<file path="src/rtl/pulse_rate_scheduler.sv">
// Multi-channel periodic pulse scheduler. Each channel is a divide-by-N
// enable generator with an optional burst length. All channels share one
// configuration write port.
//
// Handshake note: there is no valid/ready flow control here. CFG_WE is a
// single-cycle write strobe that is always accepted or rejected on the edge
// where it is sampled. START, STOP and SYNC are level-sampled on every edge.
module pulse_rate_scheduler #(
  parameter int NUM_CH      = 4,
  parameter int CNT_W       = 16,
  parameter int BURST_W     = 8,
  parameter int DEFAULT_DIV = 2
) (
  input  logic               CLK,
  input  logic               RST,
  input  logic               CFG_WE,
  input  logic [3:0]         CFG_CH,
  input  logic [CNT_W-1:0]   CFG_DIV,
  input  logic [BURST_W-1:0] CFG_BURST,
  output logic               CFG_ERR,
  input  logic [NUM_CH-1:0]  START,
  input  logic [NUM_CH-1:0]  STOP,
  input  logic               SYNC,
  output logic [NUM_CH-1:0]  PULSE,
  output logic [NUM_CH-1:0]  BUSY,
  output logic [NUM_CH-1:0]  DONE
);

  typedef enum logic {IDLE = 1'b0, RUN = 1'b1} state_e;

  localparam logic [CNT_W-1:0]   CNT_ONE   = {{(CNT_W-1){1'b0}}, 1'b1};
  localparam logic [BURST_W-1:0] BURST_ONE = {{(BURST_W-1){1'b0}}, 1'b1};
  localparam logic [CNT_W-1:0]   DIV_RST   = CNT_W'(DEFAULT_DIV);

  state_e             state_q [NUM_CH];
  state_e             state_d [NUM_CH];
  logic [CNT_W-1:0]   div_q   [NUM_CH];
  logic [CNT_W-1:0]   div_d   [NUM_CH];
  logic [CNT_W-1:0]   cnt_q   [NUM_CH];
  logic [CNT_W-1:0]   cnt_d   [NUM_CH];
  logic [BURST_W-1:0] burst_q [NUM_CH];
  logic [BURST_W-1:0] burst_d [NUM_CH];
  logic [BURST_W-1:0] rem_q   [NUM_CH];
  logic [BURST_W-1:0] rem_d   [NUM_CH];
  logic [NUM_CH-1:0]  pulse_q, pulse_d;
  logic [NUM_CH-1:0]  done_q, done_d;
  logic               cfg_err_q, cfg_err_d;
  logic               cfg_ok;
  logic               wr;

  // Register bank: every channel returns to IDLE with default config on reset.
  always_ff @(posedge CLK or posedge RST) begin
    if (RST) begin
      for (int i = 0; i < NUM_CH; i++) begin
        state_q[i] <= IDLE;
        div_q[i]   <= DIV_RST;
        cnt_q[i]   <= '0;
        burst_q[i] <= '0;
        rem_q[i]   <= '0;
      end
      pulse_q   <= '0;
      done_q    <= '0;
      cfg_err_q <= 1'b0;
    end else begin
      for (int i = 0; i < NUM_CH; i++) begin
        state_q[i] <= state_d[i];
        div_q[i]   <= div_d[i];
        cnt_q[i]   <= cnt_d[i];
        burst_q[i] <= burst_d[i];
        rem_q[i]   <= rem_d[i];
      end
      pulse_q   <= pulse_d;
      done_q    <= done_d;
      cfg_err_q <= cfg_err_d;
    end
  end

  // Next-state logic: config write, then per-channel FSM with STOP > SYNC > count.
  always_comb begin
    cfg_ok    = CFG_WE && (CFG_DIV != '0) && ({28'd0, CFG_CH} < NUM_CH);
    cfg_err_d = CFG_WE && !cfg_ok;
    pulse_d   = '0;
    done_d    = '0;
    wr        = 1'b0;
    for (int i = 0; i < NUM_CH; i++) begin
      state_d[i] = state_q[i];
      div_d[i]   = div_q[i];
      cnt_d[i]   = cnt_q[i];
      burst_d[i] = burst_q[i];
      rem_d[i]   = rem_q[i];
      wr         = cfg_ok && (CFG_CH == 4'(i));

      if (wr) begin
        div_d[i]   = CFG_DIV;
        burst_d[i] = CFG_BURST;
      end

      case (state_q[i])
        IDLE: begin
          // A write landing on the start edge is used directly for that run.
          if (START[i] && !STOP[i]) begin
            state_d[i] = RUN;
            cnt_d[i]   = (wr ? CFG_DIV : div_q[i]) - CNT_ONE;
            rem_d[i]   = wr ? CFG_BURST : burst_q[i];
          end
        end
        RUN: begin
          if (STOP[i]) begin
            state_d[i] = IDLE;
          end else if (SYNC) begin
            cnt_d[i] = div_q[i] - CNT_ONE;
          end else if (cnt_q[i] == '0) begin
            pulse_d[i] = 1'b1;
            cnt_d[i]   = div_q[i] - CNT_ONE;
            if (burst_q[i] != '0) begin
              rem_d[i] = rem_q[i] - BURST_ONE;
              if (rem_q[i] == BURST_ONE) begin
                done_d[i]  = 1'b1;
                state_d[i] = IDLE;
              end
            end
          end else begin
            cnt_d[i] = cnt_q[i] - CNT_ONE;
          end
        end
        default: state_d[i] = IDLE;
      endcase
    end
  end

  // Status outputs come straight from registers.
  always_comb begin
    for (int i = 0; i < NUM_CH; i++) begin
      BUSY[i] = (state_q[i] == RUN);
    end
  end

  assign PULSE   = pulse_q;
  assign DONE    = done_q;
  assign CFG_ERR = cfg_err_q;

endmodule

</file>
<file path="config.mk">
export PLATFORM = sky130hd
export DESIGN_NAME = pulse_rate_scheduler
export DESIGN_NICKNAME = d
export VERILOG_FILES = /design/src/rtl/pulse_rate_scheduler.sv
export SDC_FILE = /design/constraint.sdc
export NUM_CORES = 1
export LEC_CHECK = 0
export CAP_MARGIN = 20
export CORE_UTILIZATION = 50
export DETAILED_ROUTE_END_ITERATION = 7
export PLACE_DENSITY = 0.67
export SETUP_SLACK_MARGIN = 0.02
export SYNTH_ARGS = -nofsm -noshare
export SYNTH_HDL_FRONTEND = slang
export SYNTH_SLANG_ARGS = --single-unit
</file>
<file path="constraint.sdc">
create_clock -name CLK -period 9 [get_ports CLK]
set_input_delay 2.25 -clock CLK [delete_from_list [all_inputs] [get_ports CLK]]
set_output_delay 2.25 -clock CLK [all_outputs]
set_load 0.1 [all_outputs]
</file>
==> impl_metrics.toml <==
[hold_path]
holdCritPathClass = "flop to flop"
hold_path_depth = 2
hold-path-endpoint = "div_q[31]"
worstHoldStart = "div_q[31]"

[finish]
fin_cells = 1862
multi_input_area_um2 = 7930
stdcell_area_um2 = 15100
drive_gt1_share_pct = 12.1
final-seq-area_um2 = 5130
antennaDiodeCount = 0
fillers = 2404
fin_nets = 1566
area.growth.synth_to_final_pct = 10.9

[placed_design]
placed_cells = 1816
gp_congestion = 0.896
place_area_um2 = 14300
port_buffers = 52
dp_hpwl_mm = 27.6

[route]
num_vias = 11800
detail-route-antenna-nets = 0
wl_per_cell_um = 21.0
viasPerCell = 6.35
drt_iter0_markers = 1035
first_pass_iters = 5
drt_wl_total_mm = 39.1
route.detailed.drc = 0

[sta]
worst_slew_pin_slew_ns = 1.14
worst_clock_skew_ns = 0.0129
finalHoldViolCount = 0
rsz0062_at_grt = "no"
tns_ns = 0
fin_hold_ws_ns = 0.499
setup_violations = 0
period_share_pct = 70.0
layout_min_cycle_time_ns = 6.30
max_freq_mhz = 159
relSlewSlack_pct = 23.3
finalMaxSlewViolations = 0

[outcome]
status = "finished, final reports clean"

[logic_synthesis]
synth_compound_area_share_pct = 16.7
syn_avg_cell_area_um2 = 9.17
ys_ff_latch = 205
synth.area.mux_share_pct = 11.7
yosysTopAreaCell = "dfrtp_1"
syn_area_um2 = 13600
netlist-cell-type-count = 82
ys.flop_type = "dfrtp_1"
yosysWarnings = 0
synthXorXnorAreaFrac_pct = 7.32
synth_top_family_by_area = "simple AND/OR/NAND/NOR gates"
synthAdderAreaFrac_pct = 2.11
netlist_instances = 1488
synth_top_cell_area_share_pct = 36.9
synthArstFlopShare_pct = 100
synth_edf_count = 0
synth_simple_gate_area_share_pct = 20.2
syn_nets = 1551
yosysSeqAreaShare_pct = 37.7
synthTopCellsByArea = "dfrtp_1 (37%), mux2_2 (7.2%), xnor2_1 (3.9%)"

[floorplanning]
die_y_um = 167
die_area_um2 = 27900
io_pins = 53
die_w_um = 167
num_rows = 60
initial_core_util_pct = 50.7
placeableCoreArea_um2 = 26900

[worst_setup_path]
cp-start-kind = "primary input"
worstReg2RegEnd = "rem_q[8]"
cp-end-kind = "flop"
cp_slowest_cell = "o311ai_4"
reg2reg_from = "BUSY[2]"
worstPathCellList = "clkdlybuf4s50_1 > nor4_4 > nand4_4 > o311ai_4 > mux2i_1 > ha_1 > nand4_1 > mux2i_1 > xnor2_1 > o211ai_1"
crit_fanout = 15
critPathKind = "primary input to flop"
cp.arrival_ns = 6.68
cp_common_cell = "mux2i_1"
worst-r2r-cell-count = 6
crit_required_ns = 9.38
r2r_setup_slack_ns = 5.62
slowest_delay_ns = 0.83

[global_routing]
grt_usage_pct = 28.4
grt_pass1_vias = 11600
grt_max_degree = 87
grt_pass1_wl_mm = 63.3
antenna_found_initial = 3
grt_overflow = 0

[pwr]
p_seq_share_pct = 42.2
powerDensity_nw_per_um2 = 228
comb_power_share_pct = 29.8
power.total_mw = 3.45
peakVddDrop_v = 0.000126
clkPwrFrac_pct = 27.9
power.share.switching_pct = 36.2
internal-power_mw = 2.20
p_switching_mw = 1.25
power.leakage_nw = 6.22

[clock_tree]
clock_path_buffers = 3
cts_buffers = 24
postCtsResizedCells = 0
worst_skew_pair.late_latency_ns = 0.53
cts_tree = "yes"
cts.root.buffer_cell = "clkbuf_16"
cts_hold_buffers = 0
cts.sinks = 205
postCtsSetupBuffers = 0
h-tree-depth = 1
path_clk_slew_ns = 0.06

[flow_run]
drv_cap = 0
cell families after synthesis:
| group | count (synthesis) |
|---|---|
| multiplexers | 145 |
| buffers and inverters | 133 |
| adder cells (fa/ha/maj) | 23 |
| XOR/XNOR | 114 |
| flip-flops | 205 |
| AND/OR/NAND/NOR | 537 |
| AO/OA/AOI/OAI | 331 |
critical path: cells and delay by family:
| kind | cells | cell delay [ns] |
|---|---|---|
| and+or+nand+nor | 3 | 1.38 |
| AOI/OAI and AO/OA | 2 | 0.94 |
| buffers and inverters | 1 | 0.75 |
| muxes | 2 | 0.64 |
| adders and majority gates | 1 | 0.54 |
| xor gates and xnor gates | 1 | 0.16 |
cell type report:
cell class              count  share of cell area [%]
clock buffers              41                    4.80
clock inverters             3                   0.265
inverters                  49                    1.27
multi-input cells        1150                    52.4
flip-flops and latches    205                    34.0
well taps                 341                    2.82
repair buffers             73                    4.47
synth_stat cells (all sizes together) (5+ instances only):
| cell | instances |
|---|---|
| a211oi | 10 |
| a21oi | 74 |
| a221o | 13 |
| a221oi | 6 |
| a22oi | 9 |
| a31oi | 18 |
| and2 | 11 |
| and3 | 8 |
| buf | 25 |
| clkbuf | 59 |
| dfrtp | 201 |
| ha | 23 |
| inv | 47 |
| mux2 | 94 |
| mux2i | 51 |
| nand2 | 125 |
| nand2b | 14 |
| nand3 | 60 |
| nand3b | 6 |
| nand4 | 17 |
| nand4b | 5 |
| nor2 | 123 |
| nor2b | 6 |
| nor3 | 60 |
| nor3b | 11 |
| nor4 | 44 |
| nor4b | 5 |
| o211ai | 40 |
| o21a | 6 |
| o21ai | 70 |
| o221ai | 5 |
| o22ai | 22 |
| o31ai | 6 |
| o32ai | 7 |
| or2 | 6 |
| or3 | 13 |
| or4 | 14 |
| xnor2 | 61 |
| xor2 | 53 |
per-layer routing:
layer  vias up  routed length, um  share of wire [%]  track usage, %
met1      5822              17400                 44            38.6
li1       5529                  -                  -               -
met2       377              17300                 44            43.8
met3        94               2560                6.5            5.25
met5         -                 69               0.18            1.22
met4         6               1820                4.6            13.5
per-stage QoR:
step	utilization (%)	setup WS (ns)
floorplan	-	1.16
global placement	53.3	2.48
finish	56.3	2.70
CTS	56.2	2.74
detailed placement	53.4	2.24
global route	56.3	2.42
registers in the layout, indices dropped and copies added (netlist names):
name     flops
BUSY         4
CFG_ERR      1
DONE         4
PULSE        4
burst_q     32
cnt_q       64
div_q       64
rem_q       32
layout by cell type (no fill, tap or decap), types with 14 or more instances in the layout:
cell	count
a21oi_1	73
a31oi_1	18
buf_4	20
clkbuf_16	25
clkdlybuf4s50_1	52
dfrtp_1	201
ha_1	23
inv_1	46
mux2_2	87
mux2i_1	51
nand2_1	125
nand2b_1	14
nand3_1	60
nand4_1	16
nor2_1	123
nor3_1	60
nor4_1	39
o211ai_1	40
o21ai_0	68
o22ai_1	22
or4_1	14
xnor2_1	61
xor2_1	53
how the worst max path moves through the flow:
stage               start  slack [ns]         to
2_1_floorplan         RST        1.16    BUSY[0]
4_1_cts        CFG_DIV[4]        2.74  cnt_q[14]
3_5_place_dp   CFG_DIV[4]        2.24  cnt_q[14]
6_report       CFG_DIV[4]        2.70  cnt_q[14]
3_3_place_gp   CFG_DIV[4]        2.48  cnt_q[10]
5_1_grt        CFG_DIV[4]        2.42  cnt_q[14]
power groups by stage:
| stage | Clock [mW] | Sequential (mW) | Combinational [mW] |
|---|---|---|---|
| floorplan | 0 | 1.37 | 0.817 |
| global placement | 0 | 1.45 | 1.00 |
| detailed placement | 0 | 1.46 | 1.02 |
| CTS | 0.975 | 1.45 | 1.03 |
| global route | 1.01 | 1.49 | 1.15 |
| finish | 0.963 | 1.46 | 1.03 |
No activity file was read; power rests on OpenSTA's default activity.
==> edit 1: new RTL, same flow settings <==
Change the parameter `CNT_W` from 16 to 14.
--- a/src/rtl/pulse_rate_scheduler.sv
+++ b/src/rtl/pulse_rate_scheduler.sv
@@ -7,7 +7,7 @@
 // where it is sampled. START, STOP and SYNC are level-sampled on every edge.
 module pulse_rate_scheduler #(
   parameter int NUM_CH      = 4,
-  parameter int CNT_W       = 16,
+  parameter int CNT_W       = 14,
   parameter int BURST_W     = 8,
   parameter int DEFAULT_DIV = 2
 ) (
Ports: changed (resized CFG_DIV); port bits go from 53 to 51. The function was not compared with the original's and may differ.
==> edit 1 against the unedited design <==
Clock skew fell by 4.8 ps; area after synthesis fell by 9.7%; hold slack improved by 6.1 ps; wire length fell by 10%; setup slack improved by 48 ps; fmax rose by 0.76%; utilization fell by 0.13 points; synthesized cell count barely moved; sequential cell count fell by 16; power fell by 9.6%; design area fell by 10%.
==> edit 1: results <==
drt:
  first_iter_violations: 899
  drt-total-wl_mm: 35.2
  drtPass1Iterations: 7
  vias_per_cell: 6.11
yosys:
  async_reset_ff_share_pct: 100
  synth_common_cells: "nand2_1 (270), dfrtp_1 (185), nor2_1 (120), o21ai_0 (94), a21oi_1 (84)"
  yosys.cell_types.count: 84
  ys_seq_area_share_pct: 38.4
  syn-num-nets: 1544
  synth.area.top_cells: "dfrtp_1 (38%), nand2_1 (8.2%), xnor2_1 (4.5%), o21ai_0 (3.8%), xor2_1 (3.8%)"
  ys_warn_count: 0
  ys.flop_type: "dfrtp_1"
setup_path:
  worstPathArrival_ps: 6630
  r2r-start: "cnt_q[28]"
  r2r_end: "rem_q[19]"
  critPathMaxFanout: 32
  reg2reg_setup_slack_ps: 5820
  worst_r2r_path_depth: 9
hold_path:
  min_from: "burst_q[10]"
  hold_depth: 2
  hp-class: "reg2reg"
  hold_path_end: "burst_q[10]"
power:
  vdd_ir_drop_max_uv: 115
  leakagePower_nw: 5.76
sta:
  timing.hold.ws_ps: 505
  tightest_slew_ps: 1020
  fin_skew_ps: 8.14
clocking:
  clock_latency_ps: 440
  cts-root-buf: "clkbuf_16"
  cts.htree.levels: 4
  post_cts_resized: 0
  numCtsBuffers: 17
  post_cts_buffers: 0
  path_clk_slew_ps: 70
  clockBufferDepth: 2
grt:
  antenna_found_initial: 0
  grt_max_degree: 122
  grt_pass1_wl_mm: 57.8
  grt_pass1_vias: 10900
  grtUsageTotal_pct: 28.6
finish:
  layout-drive-gt1-share_pct: 7.17
  final_net_count: 1551
  reg_top3: "cnt_q x56, div_q x56"
placed_design:
  dp.final_hpwl_mm: 25.0
  io_buffers: 50
  place_congestion: 0.903
  post_dp_cell_area_sq_um: 13000
status:
  status: "completed"
-- edit 1: cell types whose count changed in the layout (fill, tap and decap cells not counted), sizes merged, moves of 9 or more --
cell / delta
nand2: +145
mux2: -64
o21ai: +29
mux2i: -23
clkbuf: -20
nand3: -18
dfrtp: -16
nor4: -11
a21oi: +10
nand4: -9
-- edit 1: layout make-up --
cell class,count,area (sq um)
Tap cell,324,405
Inverter,52,203
Timing Repair Buffer,65,613
Multi-Input combinational cell,1169,7060
Clock buffer,21,460
Fill cell,2297,10600
Sequential cell,189,4730
Clock inverter,11,135
Antenna cell,1,2.50
-- edit 1: metal layers --
layer / wire length (um) / up-vias / global-route usage, %
met1: 15400 / 5412 / 38.8
met4: 1160 / 0 / 12.2
met3: 2320 / 81 / 4.79
met5: 0 / - / 0
li1: - / 5298 / -
met2: 16300 / 401 / 45.2
-- edit 1: where the power goes --
group | leakage (nW) | switching (mW) | internal [mW]
combinational | 3.12 | 0.591 | 0.431
clock | 0.292 | 0.352 | 0.429
sequential | 2.35 | 0.251 | 1.06
total | 5.76 | 1.19 | 1.92
-- edit 1: cell families after synthesis --
kind of cell    Yosys count  share of synthesized area, %
simple gates            636                          24.3
flops                   189                          38.4
fa+ha+maj                19                          1.93
mux                      58                          5.02
compound gates          340                          17.6
xor+xnor                116                          8.25
buf+inv                 129                          4.42
-- edit 1: worst max-delay path by stage --
stage                           from   endpoint  slack (ps)
after floorplan                  RST    BUSY[0]        1610
after global placement    CFG_DIV[0]  cnt_q[36]        2470
after detailed placement  CFG_DIV[0]  cnt_q[36]        2340
after CTS                 CFG_DIV[0]  cnt_q[36]        2790
after global routing      CFG_DIV[0]  cnt_q[36]        2520
final                     CFG_DIV[3]  cnt_q[36]        2750
-- edit 1: through the flow --
step / cells / setup WS (ps)
2_1_floorplan: 1487 / 1610
3_3_place_gp: 1799 / 2470
3_5_place_dp: 1799 / 2340
4_1_cts: 1831 / 2790
5_1_grt: 1831 / 2520
6_report: 1832 / 2750
-- edit 1: worst max-delay path: stages --
cell and delay (ps):
clkdlybuf4s50_1 750, or4_4 690, or2_0 450, o21ai_4 900, mux2i_1 350, ha_1 230
inv_1 60, a221o_1 330, or4_1 420, nand2_1 80, a221o_1 100
==> edit 2: new RTL, same settings <==
Without the edit above. Make the reset (`RST`) synchronous in one clocked block.
--- a/src/rtl/pulse_rate_scheduler.sv
+++ b/src/rtl/pulse_rate_scheduler.sv
@@ -49,7 +49,7 @@
   logic               wr;
 
   // Register bank: every channel returns to IDLE with default config on reset.
-  always_ff @(posedge CLK or posedge RST) begin
+  always_ff @(posedge CLK) begin
     if (RST) begin
       for (int i = 0; i < NUM_CH; i++) begin
         state_q[i] <= IDLE;
Formal check against the unedited RTL: differs if RST is asserted again (counterexample within 4 cycles, from zero or initial values and one cycle with RST high); with RST held inactive, the same outputs for 4 cycles.
==> edit 2 against the unedited design <==
Highest routed layer unchanged; via count grew 7.1%; synthesized cell count grew 14%; largest cell class unchanged; sequential cell count is the same; area after synthesis shrank 4.7%; clock skew is essentially flat; wire length grew 2.7%; design area shrank 4.9%; setup slack lost 200 ps; sequential share of layout area shrank 5.4 points; register-to-register slack gained 490 ps.
Power is not compared: it rests on default switching activity, and its combinational part moved more than twofold at a synthesized area within 25%.
==> edit 2: results <==
status:
  status: "completed"
yosys:
  synth_xor_area_share_pct: 8.69
  ys_warn_count: 0
  syn_area_per_cell_sq_um: 7.65
  synth_common_cells: "nand2_1 (266), dfxtp_1 (205), nor2_1 (162), a21oi_1 (112), clkbuf_1 (95)"
  synth.area.top_cells: "dfxtp_1 (32%), nand2_1 (7.7%), xnor2_1 (5.1%), nor2_1 (4.7%), a21oi_1 (4.3%)"
  synthMuxAreaShare_pct: 5.70
  yosys.cell_types.count: 79
  async_reset_ff_share_pct: 0
  syn-num-nets: 1761
  ys.flop_type: "dfxtp_1"
  ys_seq_area_share_pct: 31.6
  synth_compound_area_share_pct: 19.8
  synth_adder_area_share_pct: 2.02
grt:
  grtUsageTotal_pct: 29.7
  globalRouteMet3Util_pct: 5.92
  use_met2_pct: 45.3
  grt_pass1_wl_mm: 62.3
  antenna_found_initial: 1
  grt_max_degree: 81
  use_met1_pct: 41.0
drt:
  met2_length_mm: 17.3
  num_vias: 12700
  drt-met1-wl_mm: 18.0
  drtPass1Iterations: 6
  route.met3.wl_mm: 3.62
  first_iter_violations: 1277
  routed.top_layer: "met5"
finish:
  design_area_sq_um: 14400
  layout-drive-gt1-share_pct: 7.35
  clkbuf_count: 33
  buffers: 76
  fillers: 2438
  seq_share_pct: 28.5
  inverters_excl_clock: 40
  multi_input_area_share_pct: 57.1
  bufAreaShareNonClock_pct: 4.98
  finalNonFillerCells: 2018
  num-multi-input-gates: 1326
  clockNetworkAreaShare_pct: 5.51
  final_net_count: 1735
setup_path:
  critPathMaxFanout: 31
  worstPathArrival_ps: 6940
sta:
  slew_headroom_pct: 25.3
  fin_skew_ps: 12.6
clocking:
  path_clk_slew_ps: 60
  cts.htree.levels: 1
  clock_latency_ps: 530
  numCtsBuffers: 25
placed_design:
  place_ws_ps: 2080
  dp.final_hpwl_mm: 27.8
die:
  row_count: 58
==> edit 2: where the power goes <==
group	leakage [nW]	internal, mW	switching, mW
logic	3.27	0.166	0.269
registers	1.67	0.938	0.0382
clock network	0.390	0.595	0.402
==> edit 2: worst paths after layout <==
| check | from | to | slack (ps) | cells after the start |
|---|---|---|---|---|
| worst max-delay path | CFG_DIV[4] | cnt_q[3][8] | 2500 | 12 |
| worst min register to register | div_q[0][13] | div_q[0][13] | 470 | 2 |
| worst min-delay path | div_q[0][13] | div_q[0][13] | 470 | 2 |
| worst max register to register | cnt_q[3][0] | cnt_q[3][0] | 6110 | 8 |
==> edit 2: critical path: stages <==
cell             delay, ps
clkdlybuf4s50_1        650
nor4_1                 720
and3_1                 530
a21o_2                 660
mux2i_1                370
ha_1                   400
nor3b_1                500
nand3_1                160
xor2_1                 190
a21oi_1                150
o21ai_0                 90
a311oi_1               250
